File: config.mk
export PLATFORM = sky130hd
export DESIGN_NAME = modulation_freq_controller
export DESIGN_NICKNAME = d
export VERILOG_FILES = /design/src/rtl/modulation_freq_controller.sv
export SDC_FILE = /design/constraint.sdc
export NUM_CORES = 1
export LEC_CHECK = 0
export CORE_MARGIN = 4
export CORE_UTILIZATION = 60
export DETAILED_ROUTE_END_ITERATION = 12
export DONT_BUFFER_PORTS = 1
export PLACE_DENSITY_LB_ADDON = 0.25
export RECOVER_POWER = 100
export REMOVE_ABC_BUFFERS = 1
export SLEW_MARGIN = 20
export SYNTH_ARGS = -nofsm -noshare
export SYNTH_HDL_FRONTEND = slang
export SYNTH_SLANG_ARGS = --single-unit
File: constraint.sdc
create_clock -name CLK -period 20.6 [get_ports CLK]
set_input_delay 5.15 -clock CLK [delete_from_list [all_inputs] [get_ports CLK]]
set_output_delay 5.15 -clock CLK [all_outputs]
set_load 0.02 [all_outputs]
File: src/rtl/modulation_freq_controller.sv
// Multi-channel ring-modulation frequency controller: debounced up/down keys step a
// per-channel note by a ratio, and a shared sequential divider turns it into FREQ_NUM/note.
module modulation_freq_controller #(
    parameter int NUM_CH          = 2,
    parameter int CH_W            = 1,
    parameter int W               = 32,
    parameter int FREQ_NUM        = 1562500,
    parameter int NOTE_INIT       = 440,
    parameter int NOTE_MIN        = 80,
    parameter int NOTE_MAX        = 2000,
    parameter int RATIO_NUM       = 1059,
    parameter int RATIO_DEN       = 1000,
    parameter int DEBOUNCE_CYCLES = 500000,
    parameter int REPEAT_DELAY    = 25000000,
    parameter int REPEAT_PERIOD   = 5000000
) (
    input  logic                  CLK,
    input  logic                  RST_N,
    input  logic                  key_up_n,
    input  logic                  key_down_n,
    input  logic [CH_W-1:0]       ch_sel,
    input  logic                  edit_en,
    input  logic [NUM_CH-1:0]     enable_sw,
    output logic [NUM_CH*W-1:0]   freq_out,
    output logic [W-1:0]          note_out,
    output logic                  freq_valid,
    output logic                  busy,
    output logic [NUM_CH-1:0]     disabled
);

    localparam int DCW = $clog2(W);
    localparam logic [W-1:0]    NOTE_INIT_W = W'(NOTE_INIT);
    localparam logic [W-1:0]    NOTE_MIN_W  = W'(NOTE_MIN);
    localparam logic [W-1:0]    NOTE_MAX_W  = W'(NOTE_MAX);
    localparam logic [W-1:0]    RATIO_NUM_W = W'(RATIO_NUM);
    localparam logic [W-1:0]    RATIO_DEN_W = W'(RATIO_DEN);
    localparam logic [W-1:0]    FREQ_NUM_W  = W'(FREQ_NUM);
    localparam logic [W-1:0]    FREQ_INIT_W = W'(FREQ_NUM / NOTE_INIT);
    localparam logic [31:0]     DB_LAST     = 32'(DEBOUNCE_CYCLES - 1);
    localparam logic [31:0]     REP_DLY     = 32'(REPEAT_DELAY);
    localparam logic [31:0]     REP_PER     = 32'(REPEAT_PERIOD);
    localparam logic [DCW-1:0]  DIV_LAST    = DCW'(W - 1);
    localparam logic [CH_W:0]   NUM_CH_C    = (CH_W + 1)'(NUM_CH);

    typedef enum logic [2:0] {IDLE, MUL, DIV_NOTE, DIV_FREQ, WRITE} state_t;

    state_t state, state_nxt;

    // Key index 0 is step-up, 1 is step-down; all key state is kept in pressed polarity.
    logic [1:0]  raw_pressed;
    logic [1:0]  sync1, sync2, key_db, key_db_q;
    logic [31:0] db_cnt  [2];
    logic [31:0] rep_cnt [2];
    logic [1:0]  rep_on;
    logic [1:0]  rep_fire;
    logic [1:0]  evt;

    logic [W-1:0]      notes [NUM_CH];
    logic [CH_W-1:0]   ch_lat;
    logic              dir_up;
    logic [W-1:0]      note_lat;
    logic [W-1:0]      rem, quo, dvsr;
    logic [DCW-1:0]    div_cnt;
    logic              ovf;

    logic              sel_ok, acc_up, acc_dn, accept, div_last;
    logic [2*W-1:0]    prod;
    logic [W-1:0]      mul_ratio, note_dvsr;
    logic [W:0]        rem_sh;
    logic [W-1:0]      rem_nxt, quo_nxt, note_q, note_clamped;

    assign raw_pressed = {~key_down_n, ~key_up_n};

    always_ff @(posedge CLK or negedge RST_N) begin
        if (!RST_N) begin
            sync1    <= '0;
            sync2    <= '0;
            key_db   <= '0;
            key_db_q <= '0;
            rep_on   <= '0;
            for (int k = 0; k < 2; k++) begin
                db_cnt[k]  <= '0;
                rep_cnt[k] <= '0;
            end
        end else begin
            sync1    <= raw_pressed;
            sync2    <= sync1;
            key_db_q <= key_db;
            for (int k = 0; k < 2; k++) begin
                if (sync2[k] != key_db[k]) begin
                    if (db_cnt[k] == DB_LAST) begin
                        key_db[k] <= sync2[k];
                        db_cnt[k] <= '0;
                    end else begin
                        db_cnt[k] <= db_cnt[k] + 32'd1;
                    end
                end else begin
                    db_cnt[k] <= '0;
                end
                // rep_cnt holds the number of cycles since the press or the last repeat
                if (!key_db[k]) begin
                    rep_cnt[k] <= '0;
                    rep_on[k]  <= 1'b0;
                end else if (rep_fire[k]) begin
                    rep_cnt[k] <= 32'd1;
                    rep_on[k]  <= 1'b1;
                end else begin
                    rep_cnt[k] <= rep_cnt[k] + 32'd1;
                end
            end
        end
    end

    always_comb begin
        rep_fire = '0;
        for (int k = 0; k < 2; k++) begin
            if (REPEAT_DELAY != 0 && key_db[k])
                rep_fire[k] = rep_on[k] ? (rep_cnt[k] == REP_PER) : (rep_cnt[k] == REP_DLY);
        end
    end

    assign evt = (key_db & ~key_db_q) | rep_fire;

    always_comb begin
        note_out = '0;
        if (sel_ok)
            note_out = notes[ch_sel];
    end

    assign sel_ok = {1'b0, ch_sel} < NUM_CH_C;
    assign acc_up = (state == IDLE) && edit_en && sel_ok && evt[0] && !evt[1] && (note_out < NOTE_MAX_W);
    assign acc_dn = (state == IDLE) && edit_en && sel_ok && evt[1] && !evt[0] && (note_out > NOTE_MIN_W);
    assign accept = acc_up || acc_dn;

    assign mul_ratio = dir_up ? RATIO_NUM_W : RATIO_DEN_W;
    assign note_dvsr = dir_up ? RATIO_DEN_W : RATIO_NUM_W;
    assign prod      = (2*W)'(note_lat) * (2*W)'(mul_ratio);
    assign div_last  = (div_cnt == DIV_LAST);

    // One restoring-division step; the dividend's low half shifts out through quo.
    always_comb begin
        rem_sh  = {rem, quo[W-1]};
        rem_nxt = rem_sh[W-1:0];
        quo_nxt = {quo[W-2:0], 1'b0};
        if (rem_sh >= {1'b0, dvsr}) begin
            rem_nxt    = W'(rem_sh - {1'b0, dvsr});
            quo_nxt[0] = 1'b1;
        end
        note_q       = ovf ? NOTE_MAX_W : quo_nxt;
        note_clamped = note_q;
        if (note_q < NOTE_MIN_W)
            note_clamped = NOTE_MIN_W;
        else if (note_q > NOTE_MAX_W)
            note_clamped = NOTE_MAX_W;
    end

    always_ff @(posedge CLK or negedge RST_N) begin
        if (!RST_N)
            state <= IDLE;
        else
            state <= state_nxt;
    end

    always_comb begin
        state_nxt  = state;
        busy       = (state != IDLE);
        freq_valid = (state == WRITE);
        case (state)
            IDLE:     if (accept) state_nxt = MUL;
            MUL:      state_nxt = DIV_NOTE;
            DIV_NOTE: if (div_last) state_nxt = DIV_FREQ;
            DIV_FREQ: if (div_last) state_nxt = WRITE;
            WRITE:    state_nxt = IDLE;
            default:  state_nxt = IDLE;
        endcase
    end

    // The new note and divisor land together on entry to WRITE, so they are valid with freq_valid.
    always_ff @(posedge CLK or negedge RST_N) begin
        if (!RST_N) begin
            ch_lat   <= '0;
            dir_up   <= 1'b0;
            note_lat <= '0;
            rem      <= '0;
            quo      <= '0;
            dvsr     <= '0;
            div_cnt  <= '0;
            ovf      <= 1'b0;
            freq_out <= {NUM_CH{FREQ_INIT_W}};
            for (int i = 0; i < NUM_CH; i++)
                notes[i] <= NOTE_INIT_W;
        end else begin
            case (state)
                IDLE: begin
                    if (accept) begin
                        ch_lat   <= ch_sel;
                        dir_up   <= acc_up;
                        note_lat <= note_out;
                    end
                end
                MUL: begin
                    rem     <= prod[2*W-1:W];
                    quo     <= prod[W-1:0];
                    dvsr    <= note_dvsr;
                    ovf     <= (prod[2*W-1:W] >= note_dvsr);
                    div_cnt <= '0;
                end
                DIV_NOTE: begin
                    if (div_last) begin
                        rem     <= '0;
                        quo     <= FREQ_NUM_W;
                        dvsr    <= note_clamped;
                        div_cnt <= '0;
                    end else begin
                        rem     <= rem_nxt;
                        quo     <= quo_nxt;
                        div_cnt <= div_cnt + 1'b1;
                    end
                end
                DIV_FREQ: begin
                    if (div_last) begin
                        notes[ch_lat]          <= dvsr;
                        freq_out[ch_lat*W +: W] <= quo_nxt;
                    end else begin
                        rem     <= rem_nxt;
                        quo     <= quo_nxt;
                        div_cnt <= div_cnt + 1'b1;
                    end
                end
                default: ;
            endcase
        end
    end

    always_ff @(posedge CLK or negedge RST_N) begin
        if (!RST_N)
            disabled <= '1;
        else
            disabled <= ~enable_sw;
    end

endmodule
==> results.py, run 1 <==
metrics = {
    "outcome": {
        "status": "finished, violations left",
        "violations": "max-capacitance violations, max-slew violations",
    },
    "setup_path": {
        "crit_chain": "mux2_1",
        "critical_path.startpoint_type": "input pin",
        "crit_type": "in2out",
        "end_kind": "output port",
        "critPathBufInv": 0,
        "required_ns": 15.45,
        "slowest_delay_ns": 0.55,
        "path_max_fanout": 33,
        "cpMaxStageDelayCell": "mux2_1",
        "cpLargestDelayFamily": "multiplexers",
        "ff2ff_setup_slack_ns": 10.32,
        "cp.arrival_ns": 5.72,
    },
    "layout": {
        "fin_util": 0.6473,
        "multi_input_area_um2": 15810,
        "final-instance-count-excl-fill": 3376,
        "seqCellArea_um2": 10230,
        "finalNetCount": 3099,
        "drive_gt1_frac": 0.08541,
        "syn_to_final_growth_pct": 6.279,
        "fillers": 3562,
    },
    "die": {
        "io_pins": 108,
        "core_um2": 45580,
        "die-area_um2": 49770,
        "num_rows": 78,
        "die_w_um": 223.1,
        "dieHeight_um": 223.1,
        "initial_utilization": 0.6090,
    },
    "clocking": {
        "ctsResizeCount": 0,
        "clockBufferDepth": 3,
        "ctsHoldBuffers": 0,
        "cts_inserted_buffers": 44,
        "root_buffer": "clkbuf_16",
        "cts_setup_buffers": 0,
        "cts_tree": "built",
        "clock_latency_ns": 0.59,
        "path_clk_slew_ns": 0.05,
        "cts_max_level": 2,
        "cts.sink_count": 407,
    },
    "global_route": {
        "grt_pass1_vias": 20680,
        "grt_start_max_net_pins": 408,
        "antenna_found_initial": 2,
        "grt-ovfl-total": 0,
        "grt_pass1_wl_mm": 112.0,
        "grt_usage": 0.2764,
    },
    "sta": {
        "rsz0062_at_grt": "false",
        "hold_viol_final": 0,
        "worstMarginPinSlew_ns": 3.362,
        "post-route-min-period_ns": 10.87,
        "fin_worst_skew_ns": 0.03725,
        "finalSetupTns_ns": 0,
        "slew_viol_final": 461,
        "max_freq_mhz": 92.01,
        "slew_headroom": -1.265,
        "final-setup-viol-count": 0,
        "hold_slack_ns": 0.3658,
        "fin_crit_sh": 0.5276,
    },
    "logic_synthesis": {
        "ys_top_cells_by_area": "dfrtp_1, fa_1, ha_1",
        "synthAdderAreaFrac": 0.2021,
        "yosys.area_share.simple": 0.1432,
        "synthXorXnorAreaFrac": 0.06121,
        "ys_seq_area_frac": 0.3684,
        "syn_avg_cell_area_um2": 9.924,
        "synth_edf_count": 0,
        "synth_top_area_cell": "dfrtp_1",
        "synthDistinctLibCells": 77,
        "yosys_warnings": 0,
        "syn_inst": 2797,
        "synth_top_cell_area_share": 0.3381,
        "synthArstFlopShare": 1.000,
        "synth_top_family_by_area": "adder cells",
        "ys.flop_type": "dfrtp_1",
        "syn_area_um2": 27760,
        "synth-seq-cells": 407,
        "synth_compound_area_frac": 0.09863,
        "muxShareOfSynthArea": 0.06824,
    },
    "power": {
        "leakagePower_nw": 14.71,
        "p_per_area_nw_per_um2": 55.42,
        "vdd.ir_drop.worst_mv": 0.06132,
        "p_total_mw": 1.635,
    },
    "route": {
        "initialDrtViolationCount": 1475,
        "vias": 20090,
        "drtPass1Iterations": 5,
        "routed_wl_mm": 68.30,
        "antenna_left": 0,
        "vias_per_cell": 5.952,
        "wl_per_cell_um": 20.23,
        "drc": 0,
    },
    "place": {
        "dp_hpwl_mm": 50.71,
        "place_inst": 3295,
        "finalWeightedCongestion": 0.9238,
        "portBuffers": 0,
    },
    "worst_hold_path": {
        "min_path_type": "reg2reg",
    },
    "flow_run": {
        "max-cap-violations": 12,
    },
}
## state kept, by name, summed over array words and instances, names as in the netlist, 3 cells and up
signal and flops:
db_cnt 64, state 3, note_lat 32, rem 32, dvsr 32, quo 32
notes 64, div_cnt 5, freq_out 64, rep_cnt 64
## synth_stat cells (9+ instances only)
cell / n
and2_1: 28
a32oi_1: 10
xnor2_1: 88
or2_2: 27
clkbuf_1: 95
mux2i_1: 10
mux2_4: 22
o21ai_0: 138
xor2_1: 106
mux2_2: 130
nand2_1: 190
nand3_1: 84
nor4_1: 28
a21oi_1: 102
ha_1: 186
nor2_1: 273
and3_1: 36
o21bai_1: 11
nor3_1: 45
fa_1: 164
a21oi_2: 9
nand4_1: 42
dfrtp_1: 375
nor2b_1: 33
a21o_1: 48
or3_1: 16
inv_1: 298
dfstp_2: 32
a31oi_1: 14
a221oi_1: 9
## where the power goes
group | internal (mW) | total [mW] | switching [mW] | leakage, nW
combinational | 0.00209 | 0.00536 | 0.00325 | 8.55
sequential | 0.801 | 0.803 | 0.00151 | 5.41
clock | 0.483 | 0.827 | 0.344 | 0.749
total | 1.29 | 1.63 | 0.349 | 14.7
## kinds of logic after synthesis
family,after synthesis
DFF,407
buffers and inverters,414
and+or+nand+nor,837
xor gates and xnor gates,194
other,1
muxes,162
adders and majority gates,350
AOI/OAI and AO/OA,432
## layout make-up
cell class                 count  share of cell area
multi-input combinational   1976              0.5360
clock inverter                23            0.009034
sequential                   407              0.3466
tap                          600             0.02545
timing repair buffer          13            0.002418
inverter                     299             0.03804
antenna                        1          0.00008482
clock buffer                  57             0.04237
## layer usage
layer / share of wire / vias up / track usage
met3: 0.057 / 126 / 0.04803
met4: 0.029 / 2 / 0.07914
met2: 0.49 / 501 / 0.4639
met1: 0.43 / 10150 / 0.3735
li1: - / 9315 / -
met5: 0.00015 / - / 0
## cells in the final DEF (no fill, tap or decap), types with 11 or more instances in the layout
master,netlist,routed
inv_1,298,298
a21o_1,48,48
and3_1,36,36
nor2_1,273,274
xor2_1,106,106
nor4_1,28,28
a31oi_1,14,15
o21bai_1,11,11
or2_2,27,27
dfrtp_1,375,374
nor3_1,45,45
fa_1,164,164
o21ai_0,138,142
xnor2_1,88,88
or3_1,16,16
nand2_1,190,190
mux2_1,0,49
and2_1,28,26
clkbuf_16,0,44
nand3_1,84,84
ha_1,186,186
mux2_2,130,103
a21oi_1,102,102
nor2b_1,33,33
dfstp_1,0,22
nand4_1,42,42
## stage by stage
step	setup slack, ns	area (um2)
floorplan	9.917	27270
global placement	9.815	28160
detailed placement	9.813	28180
CTS	9.813	29690
global route	9.720	29500
finish	9.732	29500
## path summary, 6_finish.rpt
check,start,to,depth (start not counted)
worst min-delay path,sync1[0]$_DFF_PN0_,sync2[0]$_DFF_PN0_,0
worst max-delay path,ch_sel,note_out[14],1
worst min register to register,sync1[0]$_DFF_PN0_,sync2[0]$_DFF_PN0_,0
min in group asynchronous,RST_N,notes[53]$_DFFE_PN0P_,0
max in group asynchronous,RST_N,dir_up$_DFFE_PN0P_,0
worst max register to register,dir_up$_DFFE_PN0P_,ovf$_DFFE_PN0P_,26
Note: power is estimated with default switching activity, not from simulation.
==> run 2, diff against run 1 <==
--- a/config.mk
+++ b/config.mk
@@ -6,7 +6,7 @@
 export NUM_CORES = 1
 export LEC_CHECK = 0
 export CORE_MARGIN = 4
-export CORE_UTILIZATION = 60
+export CORE_UTILIZATION = 59
 export DETAILED_ROUTE_END_ITERATION = 12
 export DONT_BUFFER_PORTS = 1
 export PLACE_DENSITY_LB_ADDON = 0.25
==> constraint.sdc (replaced) <==
create_clock -name CLK -period 9.4 [get_ports CLK]
set_input_delay 2.35 -clock CLK [delete_from_list [all_inputs] [get_ports CLK]]
set_output_delay 2.35 -clock CLK [all_outputs]
set_load 0.02 [all_outputs]
==> run 2 against run 1 <==
Net effect: the flow still finishes with violations (max-capacitance violations, max-slew violations); register-to-register slack got worse by 8.7 ns; global-route usage decreased by 0.35 points; final cell count increased by 0.33%; first-iteration DRC count is 12% lower; critical endpoint is now ovf$_DFFE_PN0P_.
==> results.py, run 2 (synthesized netlist as in run 1, its figures left out) <==
metrics = {
    "global_route": {
        "grt_start_max_net_pins": 408,
        "grtUsageMet3": 0.06448,
        "grt-ovfl-total": 0,
        "grt_util_met1": 0.3696,
        "antenna_found_initial": 3,
        "met2_usage": 0.4425,
        "grt_usage": 0.2728,
        "grt.busiest_layer": "met2",
        "grt_pass1_wl_mm": 111.2,
        "grt_pass1_vias": 20640,
    },
    "layout": {
        "layout_common_cells": "dfrtp_1, inv_1, nor2_1, nand2_1, ha_1",
        "final_common_cell": "dfrtp_1",
        "finalNetCount": 3103,
        "drive_gt1_frac": 0.07917,
        "fin_util": 0.6323,
        "final-instance-count-excl-fill": 3387,
        "syn_to_final_growth_pct": 6.054,
        "finalInstanceArea_um2": 29440,
    },
    "die": {
        "die_w_um": 224.9,
        "dieHeight_um": 224.9,
        "core_um2": 46560,
        "initial_utilization": 0.5962,
        "num_rows": 79,
        "die-area_um2": 50580,
        "io_pins": 108,
    },
    "sta": {
        "fin_crit_sh": 0.8231,
        "max_freq_mhz": 129.2,
        "post-route-min-period_ns": 7.737,
        "fin_worst_skew_ns": 0.03490,
        "finalSetupTns_ns": 0,
        "hold_viol_final": 0,
        "setup_ws_ns": 1.663,
        "slew_headroom": -1.335,
        "rsz0062_at_grt": "false",
        "slew_viol_final": 504,
        "final-setup-viol-count": 0,
        "hold_slack_ns": 0.3473,
        "worstMarginPinSlew_ns": 3.502,
    },
    "setup_path": {
        "required_ns": 9.87,
        "slowest_delay_ns": 0.56,
        "crit_start": "dir_up$_DFFE_PN0P_",
        "cpMaxStageDelayCell": "fa_1",
        "crit_type": "reg2reg",
        "crit_top_cell": "fa_1",
        "r2r-start": "dir_up$_DFFE_PN0P_",
        "path_max_fanout": 52,
        "reg2reg_depth": 27,
        "cp.arrival_ns": 8.20,
        "end_kind": "flip-flop",
        "critical_path.startpoint_type": "flip-flop",
    },
    "route": {
        "wl_per_cell_um": 20.17,
        "vias_per_cell": 5.894,
        "initialDrtViolationCount": 1304,
        "antenna_left": 0,
        "vias": 19960,
        "drc": 0,
        "drtPass1Iterations": 5,
        "routed_wl_mm": 68.30,
    },
    "place": {
        "post-place-ws_ns": 1.865,
        "dpl_cell_area_um2": 28210,
        "portBuffers": 0,
        "finalWeightedCongestion": 0.9070,
        "dp_hpwl_mm": 49.75,
        "place_inst": 3306,
    },
    "clocking": {
        "path_clk_slew_ns": 0.07,
        "cts.sink_count": 407,
        "ctsHoldBuffers": 0,
        "cts_max_level": 2,
        "root_buffer": "clkbuf_16",
        "cts_tree": "built",
        "cts_inserted_buffers": 44,
        "ctsResizeCount": 0,
        "cts_setup_buffers": 0,
        "clock_latency_ns": 0.60,
        "clockBufferDepth": 3,
    },
    "outcome": {
        "violations": "max-capacitance violations, max-slew violations",
        "status": "finished, violations left",
    },
    "worst_hold_path": {
        "worstHoldStart": "sync1[0]$_DFF_PN0_",
        "whs_path_depth": 0,
        "min_path_type": "reg2reg",
    },
    "power": {
        "p_total_mw": 3.523,
        "leakagePower_nw": 14.66,
        "vdd.ir_drop.worst_mv": 0.1463,
        "p_per_area_nw_per_um2": 119.7,
    },
    "flow_run": {
        "max-cap-violations": 10,
    },
}
-- run 2: path summary, 6_finish.rpt --
| check | to | slack [ns] |
|---|---|---|
| min in group asynchronous | note_lat[0]$_DFFE_PN0P_ | 1.49 |
| hold reg to reg | sync2[0]$_DFF_PN0_ | 0.35 |
| hold / removal | sync2[0]$_DFF_PN0_ | 0.35 |
| max in group asynchronous | notes[15]$_DFFE_PN0P_ | 6.63 |
| setup reg to reg | ovf$_DFFE_PN0P_ | 1.66 |
| setup / recovery | ovf$_DFFE_PN0P_ | 1.66 |
-- run 2: critical path: cells and delay by family (launching register included) --
| family | cells | cell delay [ns] |
|---|---|---|
| buffers and inverters | 4 | 0.64 |
| adder cells (fa/ha/maj) | 7 | 3.10 |
| AO/OA/AOI/OAI | 11 | 2.40 |
| flip-flops | 1 | 0.37 |
| XOR/XNOR | 1 | 0.20 |
| AND/OR/NAND/NOR | 4 | 0.85 |
-- run 2: per-layer routing --
metal	up-vias	part of all wire
met5	-	0.00025
met4	2	0.028
met3	143	0.065
met2	542	0.48
met1	9978	0.43
li1	9297	-
-- run 2: where the power goes --
group	internal (mW)	total, mW	switching [mW]	leakage [nW]
registers	1.76	1.76	0.00325	5.41
logic	0.00446	0.0114	0.00698	8.56
clock network	0.997	1.75	0.755	0.687
-- run 2: final cells by class --
class | instances | area [um2]
clock inverters | 12 | 201.4
inverters | 299 | 1122
multi-input cells | 1976 | 15800
well taps | 607 | 759.5
fillers | 3767 | 17120
clock buffers | 68 | 1231
diodes | 1 | 2.502
flip-flops and latches | 407 | 10230
repair buffers | 17 | 93.84
==> run 3, diff against run 2 <==
==> constraint.sdc (replaced) <==
create_clock -name CLK -period 6.32 [get_ports CLK]
set_input_delay 1.58 -clock CLK [delete_from_list [all_inputs] [get_ports CLK]]
set_output_delay 1.58 -clock CLK [all_outputs]
set_load 0.02 [all_outputs]
==> run 3 against run 2 <==
Net effect: critical endpoint unchanged; power is 49% higher; final area rose by 8.4%; critical path depth rose by 2; first-iteration DRC count increased by 18%; sequential share of layout area down 2.7 points; routed wire length rose by 3.5%; maximum frequency up 16%; largest cell class unchanged; final cell count grew 6.6%; via count rose by 5.2%; core utilization is 5.3 points higher; the run ends with max-capacitance violations, max-slew violations, negative setup slack left.
==> results.py, run 3 (synthesized netlist as in run 1, its figures left out) <==
metrics = {
    "place": {
        "post-place-ws_ns": -0.5282,
        "dp_hpwl_mm": 51.25,
        "dpl_cell_area_um2": 29740,
        "finalWeightedCongestion": 0.9132,
        "portBuffers": 0,
        "place_inst": 3509,
    },
    "layout": {
        "final_common_cell": "dfrtp_1",
        "layout_common_cells": "dfrtp_1, inv_1, nor2_1, buf_4, nand2_1",
        "finalNetCount": 3325,
        "final-instance-count-excl-fill": 3610,
        "finalInstanceArea_um2": 31920,
        "drive_gt1_frac": 0.1882,
        "fin_util": 0.6856,
        "syn_to_final_growth_pct": 14.99,
    },
    "route": {
        "drc": 0,
        "vias": 21000,
        "initialDrtViolationCount": 1534,
        "wl_per_cell_um": 19.59,
        "vias_per_cell": 5.816,
        "drtPass1Iterations": 5,
        "antenna_left": 0,
        "routed_wl_mm": 70.72,
    },
    "clocking": {
        "cts_tree": "built",
        "clock_latency_ns": 0.60,
        "ctsHoldBuffers": 0,
        "clockBufferDepth": 3,
        "cts_inserted_buffers": 45,
        "cts_max_level": 2,
        "root_buffer": "clkbuf_16",
        "path_clk_slew_ns": 0.06,
        "cts.sink_count": 407,
    },
    "power": {
        "p_comb_frac": 0.004,
        "internal_power_mw": 4.136,
        "vdd.ir_drop.worst_mv": 0.2245,
        "seq_power_share": 0.498,
        "netSwitchingPower_mw": 1.121,
        "p_total_mw": 5.257,
        "leakagePower_nw": 15.89,
        "p_per_area_nw_per_um2": 164.7,
        "clkPwrFrac": 0.499,
        "swShare": 0.2133,
    },
    "setup_path": {
        "cpMaxStageDelayCell": "fa_1",
        "critical_path.startpoint_type": "flip-flop",
        "crit_top_cell": "fa_1",
        "cp.arrival_ns": 7.12,
        "end_kind": "flip-flop",
        "slowest_delay_ns": 0.57,
        "crit_type": "reg2reg",
        "required_ns": 6.78,
        "path_max_fanout": 6,
    },
    "sta": {
        "hold_slack_ns": 0.3581,
        "setup_ws_ns": -0.3420,
        "slew_viol_final": 332,
        "post-route-min-period_ns": 6.662,
        "fin_worst_skew_ns": 0.04093,
        "finalSetupTns_ns": -0.3420,
        "fin_crit_sh": 1.054,
        "final-setup-viol-count": 1,
        "worstMarginPinSlew_ns": 3.294,
        "hold_viol_final": 0,
        "slew_headroom": -1.204,
        "max_freq_mhz": 150.1,
        "rsz0062_at_grt": "true",
    },
    "outcome": {
        "violations": "max-capacitance violations, max-slew violations, negative setup slack",
        "status": "finished, violations left",
    },
    "flow_run": {
        "max-cap-violations": 9,
    },
    "global_route": {
        "grt_pass1_vias": 21650,
        "grt-ovfl-total": 0,
        "antenna_found_initial": 1,
        "grt_start_max_net_pins": 408,
        "grt_usage": 0.2767,
        "grt_pass1_wl_mm": 113.8,
    },
    "die": {
        "core_um2": 46560,
        "die_w_um": 224.9,
        "die-area_um2": 50580,
        "io_pins": 108,
        "dieHeight_um": 224.9,
        "initial_utilization": 0.5962,
        "num_rows": 79,
    },
    "worst_hold_path": {
        "min_path_type": "reg2reg",
    },
}
-- run 3: changes by cell type in the layout (fill, tap and decap cells not counted), sizes merged --
cell	before	now
buf	8	229
clkinv	6	11
clkbuf	77	74
clkinvlp	1	4
inv	301	299
bufinv	3	2
-- run 3: power groups by stage --
| stage | Clock [mW] | Combinational, mW | Sequential (mW) |
|---|---|---|---|
| after detailed placement | 0 | 0.0192 | 2.66 |
| after global routing | 2.78 | 0.0214 | 2.62 |
| after global placement | 0 | 0.0179 | 2.66 |
| after CTS | 2.67 | 0.0192 | 2.62 |
| final | 2.62 | 0.0187 | 2.62 |
| after floorplan | 0 | 0.0146 | 2.66 |
-- run 3: layout make-up --
cell class	count	area, um2
multi-input cells	1976	16470
well taps	607	759.5
clock buffers	65	1291
diodes	1	2.502
flip-flops and latches	407	10230
repair buffers	238	1846
fillers	3443	14640
clock inverters	17	200.2
inverters	299	1126
-- run 3: path summary, 6_finish.rpt --
check | slack (ns) | to | startpoint | cells after the start
max | -0.34 | ovf$_DFFE_PN0P_ | dir_up$_DFFE_PN0P_ | 29
max in group asynchronous | 4.66 | rep_cnt[30]$_DFF_PN0_ | RST_N | 0
min in group asynchronous | 0.71 | note_lat[6]$_DFFE_PN0P_ | RST_N | 0
min | 0.36 | sync2[0]$_DFF_PN0_ | sync1[0]$_DFF_PN0_ | 0
min reg2reg | 0.36 | sync2[0]$_DFF_PN0_ | sync1[0]$_DFF_PN0_ | 0
max reg2reg | -0.34 | ovf$_DFFE_PN0P_ | dir_up$_DFFE_PN0P_ | 29
-- run 3: layer usage --
metal  global-route usage  part of all wire  routed length [um]
met5                    0                 0                   0
met4              0.08399             0.030                2142
met3              0.04963             0.055                3893
met2               0.4532              0.48               34190
met1               0.3814              0.43               30500
-- run 3: critical path, delay by kind of cell (launching register included) --
kind            cells  cell delay, ns
simple gates        4            0.68
fa+ha+maj           7            3.06
xor+xnor            1            0.13
buf+inv             7            0.68
compound gates     10            1.53
flops               1            0.45
-- run 3: timing repair --
| item | 4_1_cts | 5_1_grt |
|---|---|---|
| cloned | 0 | 4 |
| endpoints found under the setup margin | 1 | 4 |
| gates resized for setup | 23 | 106 |
| endpoints found under the hold margin | 0 | 0 |
| pin swaps | 12 | 83 |
| setup buffers | 4 | 10 |
